File: config.mk
export PLATFORM = sky130hd
export DESIGN_NAME = id_decode_unit
export DESIGN_NICKNAME = d
export VERILOG_FILES = /design/src/rtl/id_decode_unit_pkg.sv /design/src/rtl/id_regfile.sv /design/src/rtl/id_decode_unit.sv
export SDC_FILE = /design/constraint.sdc
export NUM_CORES = 2
export LEC_CHECK = 0
export ABC_AREA = 0
export ABC_CLOCK_PERIOD_IN_PS = 5610
export CAP_MARGIN = 20
export CORE_MARGIN = 2
export CORE_UTILIZATION = 63
export CTS_CLUSTER_SIZE = 16
export DETAILED_ROUTE_END_ITERATION = 7
export PLACE_DENSITY = 0.91
export SETUP_SLACK_MARGIN = 0.5
export SLEW_MARGIN = 20
export SYNTH_ARGS = -nofsm -noshare
export SYNTH_HDL_FRONTEND = slang
export SYNTH_SLANG_ARGS = --single-unit
File: constraint.sdc
create_clock -name CLK -period 5.61 [get_ports CLK]
set_input_delay 1.122 -clock CLK [delete_from_list [all_inputs] [get_ports CLK]]
set_output_delay 1.122 -clock CLK [all_outputs]
set_load 0.01 [all_outputs]
File: src/rtl/id_decode_unit_pkg.sv
// id_decode_unit_pkg: MIPS-I opcode, funct and REGIMM-rt constants, ALUControl encoding and decoded flag bundle.
package id_decode_unit_pkg;
  typedef enum logic [5:0] {
    OP_SPECIAL = 6'h00, OP_REGIMM = 6'h01, OP_J = 6'h02, OP_JAL = 6'h03,
    OP_BEQ = 6'h04, OP_BNE = 6'h05, OP_BLEZ = 6'h06, OP_BGTZ = 6'h07,
    OP_ADDI = 6'h08, OP_ADDIU = 6'h09, OP_SLTI = 6'h0A, OP_SLTIU = 6'h0B,
    OP_ANDI = 6'h0C, OP_ORI = 6'h0D, OP_XORI = 6'h0E, OP_LUI = 6'h0F,
    OP_LB = 6'h20, OP_LH = 6'h21, OP_LW = 6'h23, OP_LBU = 6'h24, OP_LHU = 6'h25,
    OP_SB = 6'h28, OP_SH = 6'h29, OP_SW = 6'h2B
  } opcode_e;
  typedef enum logic [5:0] {
    F_SLL = 6'h00, F_SRL = 6'h02, F_SRA = 6'h03, F_SLLV = 6'h04, F_SRLV = 6'h06,
    F_SRAV = 6'h07, F_JR = 6'h08, F_JALR = 6'h09, F_SYSCALL = 6'h0C,
    F_ADD = 6'h20, F_ADDU = 6'h21, F_SUB = 6'h22, F_SUBU = 6'h23, F_AND = 6'h24,
    F_OR = 6'h25, F_XOR = 6'h26, F_NOR = 6'h27, F_SLT = 6'h2A, F_SLTU = 6'h2B
  } funct_e;
  typedef enum logic [4:0] {
    RT_BLTZ = 5'h00, RT_BGEZ = 5'h01, RT_BLTZAL = 5'h10, RT_BGEZAL = 5'h11
  } regimm_e;
  localparam logic [5:0] ALU_NOP = 6'h00;
  localparam logic [4:0] REG_RA = 5'd31;
  typedef struct packed {
    logic valid;
    logic link;
    logic reg_dest;
    logic jump;
    logic branch;
    logic mem_read;
    logic mem_write;
    logic alu_src;
    logic reg_write;
    logic jump_register;
    logic sign_or_zero;
    logic syscall;
  } ctrl_t;
  function automatic logic [5:0] alu_code(logic [5:0] op, logic [5:0] funct, logic [4:0] rt);
    return op == OP_SPECIAL ? funct : op == OP_REGIMM ? {1'b1, rt} : op;
  endfunction
endpackage

File: src/rtl/id_regfile.sv
// id_regfile: 32x32 register file, three combinational read ports, one write port, r0 hardwired to zero.
// ID_WRITE_BYPASS_EN makes a read of the register being written return WriteData in the same cycle.
module id_regfile (
  input  logic        CLK,
  input  logic        RESET,
  input  logic [4:0]  ra,
  input  logic [4:0]  rb,
  input  logic [4:0]  rc,
  input  logic        we,
  input  logic [4:0]  wa,
  input  logic [31:0] wd,
  output logic [31:0] qa,
  output logic [31:0] qb,
  output logic [31:0] qc
);
  logic [31:0] regs [32];
  logic [4:0]  a [3];
  logic [31:0] q [3];
  always_ff @(posedge CLK or negedge RESET)
    if (!RESET) for (int i = 0; i < 32; i++) regs[i] <= '0;
    else if (we && wa != '0) regs[wa] <= wd;
  assign a = '{ra, rb, rc};
  for (genvar g = 0; g < 3; g++) begin : g_rd
`ifdef ID_WRITE_BYPASS_EN
    assign q[g] = a[g] == '0 ? '0 : (RESET && we && a[g] == wa) ? wd : regs[a[g]];
`else
    assign q[g] = a[g] == '0 ? '0 : regs[a[g]];
`endif
  end
  assign qa = q[0];
  assign qb = q[1];
  assign qc = q[2];
endmodule

File: src/rtl/id_decode_unit.sv
// id_decode_unit: MIPS-I instruction decode, branch/jump target and register-file reads.
// Write-through register reads are selected by ID_WRITE_BYPASS_EN.
module id_decode_unit
  import id_decode_unit_pkg::*;
(
  input  logic        CLK,
  input  logic        RESET,
  input  logic [31:0] Instr,
  input  logic [31:0] PC_Plus4,
  input  logic [4:0]  WriteReg,
  input  logic [31:0] WriteData,
  input  logic        Write,
  output logic [31:0] DataA,
  output logic [31:0] DataB,
  output logic [31:0] DataC,
  output logic [4:0]  DestReg,
  output logic        Link,
  output logic        RegDest,
  output logic        Jump,
  output logic        Branch,
  output logic        MemRead,
  output logic        MemWrite,
  output logic        ALUSrc,
  output logic        RegWrite,
  output logic        JumpRegister,
  output logic        SignOrZero,
  output logic        Syscall,
  output logic [5:0]  ALUControl,
  output logic [31:0] NextAddr
);
  logic [5:0] op, funct;
  logic [4:0] rs, rt, rd;
  ctrl_t c;
  assign op = Instr[31:26];
  assign rs = Instr[25:21];
  assign rt = Instr[20:16];
  assign rd = Instr[15:11];
  assign funct = Instr[5:0];
  always_comb begin
    c = '0;
    case (op)
      OP_SPECIAL: begin
        c.valid = funct inside {F_SLL, F_SRL, F_SRA, F_SLLV, F_SRLV, F_SRAV, F_JR, F_JALR, F_SYSCALL,
                                F_ADD, F_ADDU, F_SUB, F_SUBU, F_AND, F_OR, F_XOR, F_NOR, F_SLT, F_SLTU};
        c.reg_dest = c.valid && funct != F_JR && funct != F_SYSCALL;
        c.reg_write = c.reg_dest;
        c.jump = funct inside {F_JR, F_JALR};
        c.jump_register = c.jump;
        c.link = funct == F_JALR;
        c.syscall = funct == F_SYSCALL;
      end
      OP_REGIMM: begin
        c.valid = rt inside {RT_BLTZ, RT_BGEZ, RT_BLTZAL, RT_BGEZAL};
        c.branch = c.valid;
        c.link = rt inside {RT_BLTZAL, RT_BGEZAL};
        c.reg_write = c.link;
      end
      OP_J, OP_JAL: begin
        c.valid = 1'b1;
        c.jump = 1'b1;
        c.link = op == OP_JAL;
        c.reg_write = c.link;
      end
      OP_BEQ, OP_BNE, OP_BLEZ, OP_BGTZ: begin
        c.valid = 1'b1;
        c.branch = 1'b1;
      end
      OP_ADDI, OP_ADDIU, OP_SLTI, OP_SLTIU, OP_ANDI, OP_ORI, OP_XORI, OP_LUI: begin
        c.valid = 1'b1;
        c.alu_src = 1'b1;
        c.reg_write = 1'b1;
      end
      OP_LB, OP_LH, OP_LW, OP_LBU, OP_LHU: begin
        c.valid = 1'b1;
        c.alu_src = 1'b1;
        c.reg_write = 1'b1;
        c.mem_read = 1'b1;
      end
      OP_SB, OP_SH, OP_SW: begin
        c.valid = 1'b1;
        c.alu_src = 1'b1;
        c.mem_write = 1'b1;
      end
      default: c = '0;
    endcase
    c.sign_or_zero = c.valid && !(op inside {OP_ANDI, OP_ORI, OP_XORI});
  end
  assign {Link, RegDest, Jump, Branch, MemRead, MemWrite, ALUSrc, RegWrite, JumpRegister, SignOrZero, Syscall} =
    {c.link, c.reg_dest, c.jump, c.branch, c.mem_read, c.mem_write, c.alu_src, c.reg_write,
     c.jump_register, c.sign_or_zero, c.syscall};
  assign ALUControl = c.valid ? alu_code(op, funct, rt) : ALU_NOP;
  assign DestReg = c.reg_dest ? rd : c.link ? REG_RA : rt;
  // Unsupported encodings still produce the branch-style target; it is harmless since no flag is set.
  assign NextAddr = c.jump_register ? DataA
                  : (op == OP_J || op == OP_JAL) ? {PC_Plus4[31:28], Instr[25:0], 2'b00}
                  : PC_Plus4 + {{14{Instr[15]}}, Instr[15:0], 2'b00};
  id_regfile u_rf (
    .CLK(CLK),
    .RESET(RESET),
    .ra(rs),
    .rb(rt),
    .rc(DestReg),
    .we(Write),
    .wa(WriteReg),
    .wd(WriteData),
    .qa(DataA),
    .qb(DataB),
    .qc(DataC)
  );
endmodule

==> impl_metrics.yaml, run 1 <==
run_status:
  outcome: "aborted with a tool error"
  lastStage: "global routing"
  firstError: "[ERROR GRT-0229] Vertical edge usage exceeds the maximum allowed. (12, 27) usage=65535 limit=2200"
synthesis:
  ys_ff_latch: 1024
  netlist_instances: 5019
  synth_top_area_cell: "dfrtp_1"
  syn_avg_cell_area_um2: 13.04
  yosys_warnings: 0
  ys_seq_area_share_pct: 39.17
  synth_most_common_cell: "dfrtp_1"
  syn_area_um2: 65430
  synth_top_area_share_pct: 39.17
  synth.area.top_cells: "dfrtp_1, mux4_2, mux2_2"
  synth_nets: 5153
  synth_ff_type: "dfrtp_1"
  ys_types: 70
  synth_edf_count: 0
  async_flop_share_pct: 100.0
  synth_common_cells: "dfrtp_1, mux2_2, mux4_2"
floorplan:
  fp-row-count: 118
  die_x_um: 326.3
  initial_core_util_pct: 63.40
  die_h_um: 326.3
  num_io_pins: 254
clock_tree:
  cts_max_path_buffers: 3
  cts_root_buf: "clkbuf_16"
  cts_buffers: 105
  cts_sinks: 1024
  htreeDepth: 3
placement:
  port_buffers: 253
  dp_hpwl_um: 154100
  placed_cell_area_um2: 72630
  gp_congestion: 1.026
global_routing:
  grt_max_degree: 149
## repair_timing
action,CTS
cloned,28
setup buffers,132
gates resized for setup,711
pin swaps,156
setup endpoints to repair,78
hold buffers,0
## logic make-up after synthesis
family                     Yosys count  synth area share [%]
AOI/OAI and AO/OA                  714                 6.845
and+or+nand+nor                    630                 4.804
buffers and inverters              612                 3.898
DFF                               1024                 39.17
xor gates and xnor gates            16                0.2142
muxes                             1993                 44.49
adders and majority gates           30                0.5852
## through the flow
stage          TNS, ns  setup slack [ns]  instances
2_1_floorplan        0            0.6879       5019
3_3_place_gp    -22.76           -0.7750       6559
3_5_place_dp    -24.63           -0.8059       6560
4_1_cts        -0.4027           -0.1335       6912
==> run 2: changes to the inputs <==
--- a/config.mk
+++ b/config.mk
@@ -9,11 +9,9 @@
 export ABC_CLOCK_PERIOD_IN_PS = 5610
 export CAP_MARGIN = 20
 export CORE_MARGIN = 2
-export CORE_UTILIZATION = 63
-export CTS_CLUSTER_SIZE = 16
+export CORE_UTILIZATION = 40
 export DETAILED_ROUTE_END_ITERATION = 7
-export PLACE_DENSITY = 0.91
-export SETUP_SLACK_MARGIN = 0.5
+export PLACE_DENSITY_LB_ADDON = 0.15
 export SLEW_MARGIN = 20
 export SYNTH_ARGS = -nofsm -noshare
 export SYNTH_HDL_FRONTEND = slang
==> impl_metrics.yaml, run 2 <==
run_status:
  outcome: "finished, violations left"
  violations: "setup timing"
clock_tree:
  htreeDepth: 3
  cts_root_buf: "clkbuf_16"
  holdBufCountCts: 0
  cts_max_path_buffers: 3
  clk_pin_slew_worst_paths_ns: 0.06
  clock_latency_ns: 0.75
  tritoncts: "yes"
  cts_buffers: 117
  cts_sinks: 1024
setup_path:
  cpMaxStageDelayCell: "or4b_4"
  startpoint: "Instr[4]"
  cp_top_family: "simple AND/OR/NAND/NOR gates"
  required_ns: 4.49
  slowest_delay_ns: 0.55
  cp_max_fo: 11
  arrival_ns: 4.57
  reg2reg_from: "u_rf.regs[672]$_DFFE_PN0P_"
  crit_cells: 17
  ff2ff_path_depth: 1
  worstPathCellList: "buf_6 -> or4b_4 -> or4b_4 -> a21o_4 -> inv_6 -> a211o_4 -> nand2_8 -> buf_12 -> clkinv_16 -> buf_16 -> buf_12 -> buf_4 -> mux2i_1 -> a21oi_1 -> a21oi_1 -> nand4_1 -> buf_2"
  critPathLaunchType: "primary input"
  critPathBufInv: 8
  critPathCaptureType: "output pin"
  crit_type: "primary input to output pin"
synthesis:
  synth_ff_type: "dfrtp_1"
  synth_edf_count: 0
  yosys_warnings: 0
  async_flop_share_pct: 100.0
  netlist_instances: 5019
  ys_seq_area_share_pct: 39.17
  ys_types: 70
  syn_avg_cell_area_um2: 13.04
  synth_top_area_cell: "dfrtp_1"
  syn_area_um2: 65430
  synth.area.top_cells: "dfrtp_1, mux4_2, mux2_2"
  ys_ff_latch: 1024
  synth_most_common_cell: "dfrtp_1"
  synth_top_area_share_pct: 39.17
  synth_nets: 5153
  synth_common_cells: "dfrtp_1, mux2_2, mux4_2"
routing:
  drtAntennaViolNets: 0
  dr.pass1.iters: 5
  wl_per_cell_um: 34.72
  via_per_inst: 6.580
  drcViolationCount: 0
  drt_iter0_drc: 5940
  routed_wl_um: 267800
  vias: 50760
global_routing:
  grt_use_met3_pct: 6.843
  track_usage_pct: 31.73
  grt_util_met1_pct: 44.36
  use_met2_pct: 47.98
  grt_overflow: 0
  grt_pass1_wl_um: 384200
  antenna_found_initial: 17
  grt.busiest_layer: "met2"
  grt_max_degree: 139
  grt_pass1_vias: 50330
finish:
  drive_gt1_share_pct: 47.35
  stdcell_count: 7714
  largest_registers: "u_rf.regs: 1024 flops"
  area_delta_synth_final_pct: 22.43
  layout_commonest_cell: "dfrtp_1"
  finish.net_count: 5573
  layout_common_cells: "dfrtp_1, mux2_2, mux4_2"
  top_register: "u_rf.regs"
  largest_reg_flops: 1024
power:
  power_density_nw_per_um2: 316.9
  power_mw: 25.39
  p_leak_nw: 34.67
  ir_drop_v: 0.0002605
floorplan:
  initial_core_util_pct: 40.24
  die_x_um: 408.4
  die_h_um: 408.4
  coreArea_um2: 162600
  num_io_pins: 254
  die_area_um2: 166800
  fp-row-count: 148
timing:
  slew_headroom_pct: 18.86
  skew_ns: 0
  fin_ws_ns: -0.08021
  fmax_mhz: 175.7
  final-max-slew-violation-count: 0
  setup_viol: 1
  fin_crit_sh_pct: 101.4
  hold_viol_final: 0
  rsz0062_at_grt: "yes"
  worst_pin_slew_ns: 1.217
  period_minus_slack_ns: 5.690
placement:
  placedCellCount: 7390
  dp_hpwl_um: 161400
  gp_congestion: 0.9074
  port_buffers: 253
min_path:
  hold_class: "primary input to asynchronous set/reset pin"
run:
  cap_viol_max_count: 0
## run 2: what timing repair did
action                                  4_1_cts  5_1_grt
buffers inserted                             67       20
pin swaps                                    66       47
gates cloned                                 21        2
endpoints found under the setup margin       51       44
resized for setup                           280       66
## run 2: final timing paths
path / slack [ns] / to
min in group CLK: 0.40 / u_rf.regs[994]$_DFFE_PN0P_
max in group asynchronous: 3.85 / u_rf.regs[842]$_DFFE_PN0P_
max: -0.08 / DataC[31]
min: 0.38 / u_rf.regs[110]$_DFFE_PN0P_
max reg2reg: 4.77 / u_rf.regs[672]$_DFFE_PN0P_
min reg2reg: 0.40 / u_rf.regs[994]$_DFFE_PN0P_
## run 2: final cells by class
type / instances / area [µm²]
antenna: 2 / 5.005
clock buffer: 176 / 3451
clock inverter: 41 / 440.4
fill: 14368 / 82490
inverter: 52 / 242.7
multi-input combinational: 3383 / 38020
sequential: 1024 / 25620
tap: 2175 / 2721
timing repair buffer: 859 / 9563
timing repair inverter: 2 / 31.28
## run 2: power breakdown
part	switching [mW]	internal [mW]
sequential	1.45	8.79
combinational	3.08	4.17
clock	3.37	4.51
total	7.91	17.5
## run 2: logic make-up (layout without fill, tap and decap cells)
group / Yosys count / in the layout / synth area share [%]
AO/OA/AOI/OAI: 714 / 714 / 6.845
flip-flops: 1024 / 1024 / 39.17
adder cells (fa/ha/maj): 30 / 30 / 0.5852
AND/OR/NAND/NOR: 630 / 630 / 4.804
other: 0 / 2 / 0
multiplexers: 1993 / 1993 / 44.49
buffers and inverters: 612 / 1130 / 3.898
XOR/XNOR: 16 / 16 / 0.2142
## run 2: metrics by stage
stage | utilization [%] | instance area, µm² | setup slack (ns) | TNS [ns] | hold slack, ns
after detailed placement | 45.62 | 74160 | -0.9864 | -29.17 | 0.3888
final | 49.27 | 80100 | -0.08021 | -0.08021 | 0.3770
after floorplan | - | 65430 | 0.6879 | 0 | 0.4451
after global routing | 49.26 | 80100 | -0.09859 | -0.3081 | 0.4204
after CTS | 49.05 | 79750 | -0.1173 | -0.6487 | 0.3855
after global placement | 45.63 | 74180 | -0.9461 | -29.26 | 0.3829
## run 2: per-layer routing
metal | part of all wire (%) | vias up
met2 | 45 | 2721
li1 | - | 20465
met1 | 42 | 26968
met5 | 0.015 | -
met4 | 4.4 | 6
met3 | 9.2 | 600
(Power assumes the default switching activity.)
